`config.mk`:
```
export PLATFORM = sky130hd
export DESIGN_NAME = xor_accum_flat
export DESIGN_NICKNAME = d
export VERILOG_FILES = /design/src/rtl/xor_accum_if.sv /design/src/rtl/xor_accum.sv /design/src/flat_wrapper.sv
export SDC_FILE = /design/constraint.sdc
export NUM_CORES = 1
export LEC_CHECK = 0
export CORE_MARGIN = 2
export CORE_UTILIZATION = 46
export CTS_BUF_LIST = sky130_fd_sc_hd__clkbuf_4 sky130_fd_sc_hd__clkbuf_8
export CTS_CLUSTER_SIZE = 8
export DETAILED_ROUTE_END_ITERATION = 7
export PLACE_DENSITY_LB_ADDON = 0.05
export SLEW_MARGIN = 10
export SYNTH_ARGS = -nofsm -noshare
export SYNTH_HDL_FRONTEND = slang
export SYNTH_SLANG_ARGS = --single-unit
```
`constraint.sdc`:
```
create_clock -name clk -period 1.8 [get_ports clk]
set_clock_uncertainty 0.2 [all_clocks]
set_input_delay 0.18 -clock clk [delete_from_list [all_inputs] [get_ports clk]]
set_output_delay 0.18 -clock clk [all_outputs]
set_load 0.005 [all_outputs]
```
`src/rtl/xor_accum_if.sv`:
```
// Handshake bundle for xor_accum: input beat side and result side.
// The block itself connects through the slave modport.
interface xor_accum_if #(
   parameter int WIDTH = 8
);
   logic             in_valid;
   logic             in_ready;
   logic [WIDTH-1:0] a;
   logic [WIDTH-1:0] b;
   logic [1:0]       mode;
   logic             out_valid;
   logic             out_ready;
   logic [WIDTH-1:0] c;
   logic             parity;
   logic             frame_done;

   modport master (
      output in_valid, a, b, mode, out_ready,
      input  in_ready, out_valid, c, parity, frame_done
   );

   modport slave (
      input  in_valid, a, b, mode, out_ready,
      output in_ready, out_valid, c, parity, frame_done
   );
endinterface

```
`src/rtl/xor_accum.sv`:
```
// XOR / XNOR / frame- and running-accumulate unit with a
// one-deep registered result and valid/ready on both sides.
module xor_accum #(
   parameter int WIDTH   = 8,
   parameter int ACC_LEN = 4
) (
   input logic       clk,
   input logic       rst_n,
   xor_accum_if.slave io
);
   localparam int CW = $clog2(ACC_LEN + 1);

   typedef enum logic [1:0] {
      IDLE = 2'd0,
      ACC  = 2'd1,
      OUT  = 2'd2
   } state_t;

   state_t           state;
   state_t           state_nxt;
   logic [WIDTH-1:0] acc;
   logic [WIDTH-1:0] c_q;
   logic [CW-1:0]    cnt;
   logic             par_q;
   logic             fd_q;

   logic             accept;
   logic             consume;
   logic             partial;
   logic             last;
   logic             produce;
   logic [WIDTH-1:0] mix;
   logic [WIDTH-1:0] nacc;
   logic [WIDTH-1:0] res;

   // Datapath: a partial frame is dropped by any non-frame beat,
   // so mode 11 starts from zero instead of the partial acc.
   always_comb begin
      mix     = io.a ^ io.b;
      partial = (cnt != '0);
      accept  = io.in_valid && io.in_ready;
      consume = io.out_valid && io.out_ready;
      last    = (io.mode == 2'b10) && (cnt == CW'(ACC_LEN - 1));
      if (io.mode == 2'b10 || !partial)
         nacc = acc ^ mix;
      else
         nacc = mix;
      produce = accept && (io.mode != 2'b10 || last);
      res     = nacc;
      unique case (io.mode)
         2'b00:   res = mix;
         2'b01:   res = ~mix;
         default: res = nacc;
      endcase
   end

   always_ff @(posedge clk or negedge rst_n) begin
      if (!rst_n)
         state <= IDLE;
      else
         state <= state_nxt;
   end

   always_comb begin
      state_nxt = state;
      if (accept)
         state_nxt = produce ? OUT : ACC;
      else if (consume)
         state_nxt = IDLE;
   end

   always_comb begin
      io.out_valid  = (state == OUT);
      io.in_ready   = (state != OUT) || io.out_ready;
      io.c          = c_q;
      io.parity     = par_q;
      io.frame_done = fd_q;
   end

   always_ff @(posedge clk or negedge rst_n) begin
      if (!rst_n) begin
         acc   <= '0;
         cnt   <= '0;
         c_q   <= '0;
         par_q <= 1'b0;
         fd_q  <= 1'b0;
      end else if (accept) begin
         if (produce) begin
            c_q   <= res;
            par_q <= ^res;
            fd_q  <= (io.mode == 2'b10);
         end
         unique case (io.mode)
            2'b10: begin
               acc <= last ? '0 : nacc;
               cnt <= last ? '0 : cnt + CW'(1);
            end
            2'b11: begin
               acc <= nacc;
               cnt <= '0;
            end
            default: begin
               if (partial)
                  acc <= '0;
               cnt <= '0;
            end
         endcase
      end
   end
endmodule

```
`src/flat_wrapper.sv`:
```
// flat-port wrapper written by rule: the top's interface ports become plain ports
module xor_accum_flat 
#(
   parameter int WIDTH   = 8,
   parameter int ACC_LEN = 4
)
  (clk, rst_n, io_in_valid, io_a, io_b, io_mode, io_out_ready, io_in_ready, io_out_valid, io_c, io_parity, io_frame_done);
  xor_accum_if #(.WIDTH(WIDTH)) io_i ();
  input logic clk;
  input logic rst_n;
  input wire logic [$bits(io_i.in_valid)-1:0] io_in_valid;
  input wire logic [$bits(io_i.a)-1:0] io_a;
  input wire logic [$bits(io_i.b)-1:0] io_b;
  input wire logic [$bits(io_i.mode)-1:0] io_mode;
  input wire logic [$bits(io_i.out_ready)-1:0] io_out_ready;
  output wire logic [$bits(io_i.in_ready)-1:0] io_in_ready;
  output wire logic [$bits(io_i.out_valid)-1:0] io_out_valid;
  output wire logic [$bits(io_i.c)-1:0] io_c;
  output wire logic [$bits(io_i.parity)-1:0] io_parity;
  output wire logic [$bits(io_i.frame_done)-1:0] io_frame_done;
  assign io_i.in_valid = io_in_valid;
  assign io_i.a = io_a;
  assign io_i.b = io_b;
  assign io_i.mode = io_mode;
  assign io_i.out_ready = io_out_ready;
  assign io_in_ready = io_i.in_ready;
  assign io_out_valid = io_i.out_valid;
  assign io_c = io_i.c;
  assign io_parity = io_i.parity;
  assign io_frame_done = io_i.frame_done;
  xor_accum #(.WIDTH(WIDTH), .ACC_LEN(ACC_LEN)) u_core (.clk(clk), .rst_n(rst_n), .io(io_i));
endmodule
```
# After elaboration in Yosys (flattened, before gate mapping)
# Cells that the tools add are included.
word_totals:
  wordCells: 42
  out_inout_bits: 12
  regBits: 23
op_classes:
  n_eq_ne: 7
  n_addsub: 1
  bitwise_logic: 3
  n_reduce_logical: 15
  mux: 10
op_table:
  columns: ["operator", "n"]
  rows:
  - ["case mux 8 bit (2 select lines)", 2]
  - ["two-way mux 8 bit", 3]
  - ["XOR 8 bit", 2]
  - ["NOT 8 bit", 1]
  - ["XOR reduction 8 bit", 1]
  - ["== test 2 bit, second input constant", 3]
  - ["two-way mux 2 bit", 3]
  - ["two-way mux 3 bit", 2]
  - ["nonzero test 3 bit", 2]
  - ["logical AND 1 bit", 4]
  - ["inequality test 2 bit, second input constant", 2]
  - ["AND reduction 2 bit", 2]
  - ["adder 3 x 1 -> 3 bit, second input constant", 1]
  - ["== test 3 x 2 -> 1 bit, second input constant", 1]
  - ["logical OR 1 bit", 3]
  - ["== test 2 x 1 -> 1 bit, second input constant", 1]
  - ["zero test 2 bit", 1]
  - ["nonzero test 2 bit", 1]
  - ["zero test 1 bit", 1]

# Logic depth before layout (Yosys ltp)
# Gate-level depths: netlist (run 1).
depth:
  word_depth: 6
  depth_mapped: 8
  mapped_depth_nobuf: 8

# Least setup slack after synthesis (run 1)
# OpenSTA, ideal clock, no wires.
synth_timing:
  path_kind: "register to register"
  start: "register u_core.state[0]"
  end: "register u_core.acc[0]"
  stages_incl_launch_ff: 9
  synth_period_minus_slack_ns: 1.966
  arrival_ns: 1.645
  setup_time_ns: 0.122
  path_slack_ns: -0.166
  cell_sequence: "dfrtp_1 -> or3b_4 -> and2_4 -> buf_6 -> o311a_1 -> buf_6 -> nand2_8 -> o21ai_1 -> a32o_1"
synth_between:
  elab_chain_len: 4
synth_lines:
  columns: ["item", "line", "text"]
  rows:
  - ["start, declared", "xor_accum.sv:19", "state_t state;"]
  - ["start signal, assigned", "xor_accum.sv:61", "state <= state_nxt;"]
  - ["inequality test 2 bit", "xor_accum.sv:74", "io.in_ready = (state != OUT) || io.out_ready;"]
  - ["logical OR 1 bit", "xor_accum.sv:74", null]
  - ["via io_in_ready", "flat_wrapper.sv:16", "output wire logic [$bits(io_i.in_ready)-1:0] io_in_ready;"]
  - ["logical AND 1 bit", "xor_accum.sv:41", "accept = io.in_valid && io.in_ready;"]
  - ["AND reduction 2 bit (no line)", null, null]
  - ["end signal, assigned", "xor_accum.sv:95", "acc <= last ? '0 : nacc;"]
  - ["end signal, assigned", "xor_accum.sv:99", "acc <= nacc;"]
  - ["end, declared", "xor_accum.sv:21", "logic [WIDTH-1:0] acc;"]
# The timed path passes the listed nets, and every way through them passes these cells.
# A chain may end at the register's enable or synchronous reset.

# Worst setup path in the final report (run 1)
layout_timing:
  start: "register u_core.state[0]"
  end: "register u_core.acc[2]"
layout_between:
  elab_chain_len: 4
layout_lines:
  columns: ["item", "line"]
  rows:
  - ["inequality test 2 bit", "xor_accum.sv:74"]
  - ["logical OR 1 bit", "xor_accum.sv:74"]
  - ["logical AND 1 bit", "xor_accum.sv:41"]
  - ["AND reduction 2 bit (no line)", null]
# Every way passes these cells.

==> results of run 1 <==
[worst max path at each step]
stage / startpoint / end / slack (ns) / cells after the start
2_1_floorplan: u_core.state[0] / u_core.acc[0] / -0.12 / 8
3_3_place_gp: io_out_ready / u_core.acc[0] / -0.33 / 7
3_5_place_dp: io_out_ready / u_core.acc[0] / -0.38 / 7
4_1_cts: u_core.state[0] / io_in_ready / -0.09 / 3
5_1_grt: u_core.state[0] / u_core.acc[2] / -0.07 / 6
6_report: u_core.state[0] / u_core.acc[2] / -0.03 / 6
[worst max-delay path, cell delays in order (launching register included)]
cell and delay (ns):
dfrtp_1 0.42, or3b_4 0.40, and2_4 0.15, o311a_4 0.16, nand2_8 0.12, o21ai_1 0.07
a32o_1 0.21
[sequential cells by signal, indices dropped and copies added (netlist names)]
signal / flops
u_core.io.c: 8
u_core.cnt: 3
u_core.acc: 8
u_core.io.frame_done: 1
u_core.state: 2
u_core.io.parity: 1
[cells in the mapped netlist, types with 2 or more instances]
cell type / number / share of area
nor2_1: 3 / 0.0080
ha_1: 2 / 0.018
nand2b_1: 2 / 0.0089
nand3_1: 3 / 0.011
nor2b_1: 2 / 0.0089
inv_1: 11 / 0.029
dfrtp_1: 23 / 0.41
o21ai_0: 14 / 0.050
buf_6: 2 / 0.016
a32o_1: 8 / 0.057
xnor2_1: 22 / 0.14
nand2_1: 21 / 0.056
o21ai_1: 9 / 0.032
xor2_1: 9 / 0.056
a21oi_1: 10 / 0.036
[final cells by class]
class | instances | area, sq um
multi-input cells | 113 | 850
clock inverters | 1 | 5.00
fillers | 237 | 908
inverters | 11 | 41.3
repair buffers | 56 | 534
flip-flops and latches | 23 | 576
well taps | 33 | 41.3
clock buffers | 3 | 22.5
[power by group through the flow]
stage | registers [mW] | clock network (mW) | logic [mW]
finish | 0.747 | 0.240 | 0.961
detailed placement | 0.759 | 0 | 0.897
global route | 0.766 | 0.273 | 1.07
floorplan | 0.744 | 0 | 0.535
CTS | 0.746 | 0.250 | 0.903
global placement | 0.747 | 0 | 0.879
[cells by family (layout without fill, tap and decap cells)]
kind of cell             count (synthesis)  in the layout  share of synthesized area
XOR/XNOR                                31             31                      0.194
buffers and inverters                   15             71                     0.0518
flip-flops                              23             23                      0.411
AND/OR/NAND/NOR                         36             36                      0.131
adder cells (fa/ha/maj)                  2              2                     0.0179
AO/OA/AOI/OAI                           44             44                      0.194
[per-stage QoR]
step           area [sq um]  setup TNS (ns)  setup WS [ns]
2_1_floorplan          1400          -0.881         -0.118
3_3_place_gp           1920           -4.20         -0.326
3_5_place_dp           1920           -4.91         -0.377
4_1_cts                1970         -0.0862        -0.0862
5_1_grt                2070          -0.531        -0.0676
6_report               2070          -0.110        -0.0266
[per-layer routing]
metal | wire [um] | GRT usage | vias up
li1 | - | - | 624
met1 | 1480 | 0.254 | 593
met2 | 1520 | 0.322 | 34
met3 | 143 | 0.0284 | 2
met4 | 14 | 0.0519 | 0
met5 | 0 | 0 | -
[timing repair]
| item | 4_1_cts | 5_1_grt |
|---|---|---|
| setup endpoints to repair | 10 | 19 |
| buffers inserted | 1 | 1 |
| gates resized for setup | 5 | 26 |
| pin swaps | 0 | 6 |
==> results.tsv, run 1 <==
stage	metric	value	unit
run_status	status	finished with violations	
run_status	violations	setup timing	
power_and_ir_drop	p_leak	0.856	nW
logic_synthesis	netlist_area	1400	sq um
critical_path	reg2reg_slack	-0.03	ns
finish	stdcell_count	240	
clocking	tritoncts	built	
clocking	clk_pin_slew	0.13	ns
routing	drt_iter0_drc	37	
logic_synthesis	synth_fp_nets	175	
critical_path	critPathCaptureType	flop	
logic_synthesis	yosys_register_bits	23	
timing	slew_headroom	0.803	
logic_synthesis	synth_ff_type	dfrtp_1	
routing	vias	1253	
finish	syn_to_final_growth	47.8	%
timing	hold_viol_final	0	
critical_path	reg2reg_from	u_core.state[0]	
power_and_ir_drop	comb_power_share	0.493	
min_path	hp-class	input pin to async pin	
finish	n_antenna_cell	0	
routing	ant_nets	0	
power_and_ir_drop	clkPwrFrac	0.123	
flow_run	maxCapViolCount	0	
critical_path	worstReg2RegEnd	u_core.acc[2]	
timing	slew_violations	0	
timing	worst_slew_pin_slew	0.295	ns
routing	drc	0	
floorplanning	coreArea	2980	sq um
timing	fmax	547	MHz
critical_path	critPathKind	flop to flop	
clocking	clkSinkCount	23	
global_routing	grt_pass1_vias	1226	
timing	grt_setup_unrepaired	yes	
placement	dp.cells	234	
clocking	htreeDepth	1	
timing	period_needed	1.83	ns
finish	drive_gt1_frac	0.246	
timing	finalCritPeriodShare	1.01	
floorplanning	die_x	59.2	um
timing	hold_slack	0.00430	ns
power_and_ir_drop	total_power	1.95	mW
floorplanning	dieArea	3500	sq um
global_routing	grt_pass1_wl	5150	um
floorplanning	die_h	59.2	um
critical_path	crit_required	1.81	ns
routing	first_pass_iters	4	
power_and_ir_drop	switching_share	0.341	
critical_path	crit_arrival	1.84	ns
logic_synthesis	synth-warning-count	0	
critical_path	cp_max_fo	8	
finish	final_nets	232	
timing	fin_ws	-0.0266	ns
power_and_ir_drop	power_per_cell_area	941	nW/um^2
global_routing	antenna_found_initial	0	
placement	io_buffers	33	
global_routing	track_usage	0.190	
global_routing	overflow	0	
clocking	clkLatencyLatePin	0.31	ns
routing	vias_per_cell	5.22	
logic_synthesis	synth-async-reset-ratio	1.00	
logic_synthesis	syn_inst	151	
floorplanning	ios	34	
logic_synthesis	ys_types	25	
clocking	clock-root-buffer	clkbuf_4	
logic_synthesis	synth_enable_flop_cells	0	
power_and_ir_drop	p_switching	664	uW
clocking	clk_path_buf_depth	2	
global_routing	grt_start_max_net_pins	24	
timing	setup_violations	8	
critical_path	start_kind	flop	
logic_synthesis	syn_avg_cell_area	9.27	sq um
logic_synthesis	synth_seq_area_share	0.411	
clocking	cts_hold_buf	0	
finish	post-route-util	0.695	
placement	dp_hpwl	2420	um
finish	mostFrequentLayoutCell	clkdlybuf4s50_1	
floorplanning	start_util	0.470	
floorplanning	placementRows	20	
clocking	numCtsBuffers	3	
power_and_ir_drop	p_int	1.28	mW
power_and_ir_drop	peakVddDrop	454	uV
placement	place_congestion	0.752	
routing	routedWlPerCell	13.2	um
power_and_ir_drop	seq_power_share	0.384	
critical_path	reg2reg_depth	6	
routing	wl	3160	um
finish	layout_common_cells	clkdlybuf4s50_1, dfrtp_1, xnor2_1	
No activity file was read; power rests on OpenSTA's default activity.
==> inputs of run 2 (changes only) <==
--- a/config.mk
+++ b/config.mk
@@ -6,7 +6,7 @@
 export NUM_CORES = 1
 export LEC_CHECK = 0
 export CORE_MARGIN = 2
-export CORE_UTILIZATION = 46
+export CORE_UTILIZATION = 50
 export CTS_BUF_LIST = sky130_fd_sc_hd__clkbuf_4 sky130_fd_sc_hd__clkbuf_8
 export CTS_CLUSTER_SIZE = 8
 export DETAILED_ROUTE_END_ITERATION = 7
==> constraint.sdc (replaced) <==
create_clock -name clk -period 1.9 [get_ports clk]
set_clock_uncertainty 0.2 [all_clocks]
set_input_delay 0.19 -clock clk [delete_from_list [all_inputs] [get_ports clk]]
set_output_delay 0.19 -clock clk [all_outputs]
set_load 0.005 [all_outputs]
==> run 2 against run 1 <==
Effect of this change:
- the flow now finishes without violations
- combinational power decreased by 9.9%
- global-route usage increased by 1.7 points
- cell count decreased by 0.83%
- via count decreased by 0.64%
- worst hold slack improved by 0.014 ns
- clock power decreased by 5%
- fmax increased by 1.8%
- first-iteration DRC count increased by 59%
- total power decreased by 7.6%
- die area decreased by 7.5%
- sequential power decreased by 5.4%
- critical path depth unchanged
- highest routed layer unchanged
==> results.tsv, run 2 (synthesis gave the netlist of run 1 again) <==
stage	metric	value	unit	change
run_status	status	complete, no violations		
clocking	clkSinkCount	23		unchanged
routing	routedWlPerCell	12.5	um	-5.2%
global_routing	overflow	0		unchanged
placement	dp_hpwl	2330	um	-3.8%
global_routing	grt-busiest-layer	met2		
clocking	htreeDepth	1		unchanged
finish	mostFrequentLayoutCell	clkdlybuf4s50_1		
critical_path	crit_required	1.91	ns	+0.10 ns
global_routing	antenna_found_initial	0		unchanged
critical_path	start_kind	flop		
finish	drive_gt1_frac	0.169		-0.0773
min_path	hp-class	input pin to async pin		
clocking	clkLatencyLatePin	0.30	ns	about the same
timing	finalCritPeriodShare	0.944		-0.0706
timing	fmax	557	MHz	+1.8%
timing	finalSetupTns	0	ns	+0.110 ns
power_and_ir_drop	total_power	1.80	mW	-7.6%
floorplanning	ios	34		unchanged
finish	layout_common_cells	clkdlybuf4s50_1, dfrtp_1, xnor2_1		
critical_path	crit_arrival	1.80	ns	-0.04 ns
timing	period_needed	1.79	ns	-0.0326 ns
clocking	tritoncts	built		
clocking	clock-root-buffer	clkbuf_4		
critical_path	cp_max_fo	9		+1
power_and_ir_drop	peakVddDrop	657	uV	+45%
routing	ant_nets	0		unchanged
routing	drt_iter0_drc	59		+59%
clocking	cts_hold_buf	0		unchanged
timing	hold_viol_final	0		unchanged
clocking	clk_pin_slew	0.13	ns	about the same
placement	place_congestion	0.828		+10%
floorplanning	start_util	0.517		+0.0465
critical_path	critPathCaptureType	flop		
timing	grt_setup_unrepaired	yes		
finish	n_antenna_cell	0		unchanged
floorplanning	placementRows	19		-5.0%
routing	drc	0		unchanged
critical_path	critPathKind	flop to flop		
global_routing	grt_util_met1	0.299		+0.0455
timing	worst_slew_pin_slew	0.333	ns	+0.0382 ns
floorplanning	coreArea	2710	sq um	-9.0%
global_routing	grt_pass1_wl	5370	um	+4.3%
timing	slew_violations	0		unchanged
floorplanning	die_x	56.9	um	-3.8%
global_routing	grt_start_max_net_pins	24		unchanged
global_routing	track_usage	0.207		+0.0170
power_and_ir_drop	p_leak	0.848	nW	-0.84%
clocking	clk_path_buf_depth	2		unchanged
routing	wl	2970	um	-6.0%
global_routing	use_met3	0.0300		+0.00157
routing	vias_per_cell	5.23		+0.20%
floorplanning	die_h	56.9	um	-3.8%
timing	slew_headroom	0.775		-0.0278
power_and_ir_drop	power_per_cell_area	909	nW/um^2	-3.5%
global_routing	grt_pass1_vias	1213		-1.1%
finish	syn_to_final_growth	41.5	%	
clocking	numCtsBuffers	3		unchanged
flow_run	maxCapViolCount	0		unchanged
global_routing	grt_use_met2	0.330		+0.00783
placement	io_buffers	33		unchanged
timing	setup_violations	0		-8
routing	first_pass_iters	4		unchanged
finish	final_nets	232		unchanged
routing	vias	1245		-0.64%
floorplanning	dieArea	3240	sq um	-7.5%
[run 2: per-stage QoR]
step	area [sq um]	instances	hold slack, ns	utilization	setup WS [ns]
after floorplan	1400	151	-0.306	-	-0.0185
after global placement	1910	232	0.261	0.704	-0.237
after detailed placement	1910	232	0.270	0.704	-0.282
after CTS	1940	237	0.0273	0.717	0.0217
after global routing	1980	238	0.0412	0.731	-0.0324
final	1980	238	0.0186	0.731	0.106
[run 2: final timing paths]
| kind | end | depth (start not counted) | slack [ns] | start |
|---|---|---|---|---|
| min in group clk | u_core.io.c[2] | 2 | 0.30 | u_core.io.c[2] |
| setup reg to reg | u_core.acc[3] | 6 | 0.11 | u_core.state[0] |
| setup / recovery | u_core.acc[3] | 6 | 0.11 | u_core.state[0] |
| hold reg to reg | u_core.io.c[2] | 2 | 0.30 | u_core.io.c[2] |
| max in group asynchronous | u_core.cnt[0] | 2 | 1.26 | rst_n |
| hold / removal | u_core.io.c[0] | 2 | 0.02 | rst_n |
[run 2: area by class of cell]
| class | count | area (sq um) |
|---|---|---|
| clock buffer | 3 | 22.5 |
| clock inverter | 1 | 5.00 |
| fill | 215 | 729 |
| inverter | 11 | 41.3 |
| multi-input combinational | 113 | 776 |
| sequential | 23 | 576 |
| tap | 31 | 38.8 |
| timing repair buffer | 56 | 522 |
[run 2: routing by layer]
layer,share of wire,up-vias
met5,0,-
met4,0.0071,0
met3,0.050,2
met2,0.46,40
met1,0.48,580
li1,-,623
[run 2: power by group]
group	switching, mW	internal (mW)	leakage (nW)
Clock	0.148	0.0785	0.0177
Combinational	0.363	0.503	0.539
Sequential	0.0989	0.608	0.291
Total	0.610	1.19	0.848
[run 2: what timing repair did]
| action | CTS | global route |
|---|---|---|
| pin swaps | 0 | 1 |
| resized for setup | 2 | 10 |
| setup buffers | 1 | 1 |
| setup endpoints to repair | 9 | 13 |
[run 2: worst max-delay path, cell delays in order (launching register included)]
cell and delay [ns]:
dfrtp_1 0.40, or3b_4 0.38, and2_4 0.15, o311a_4 0.16, nand2_8 0.10, o21ai_1 0.06
a32o_1 0.22
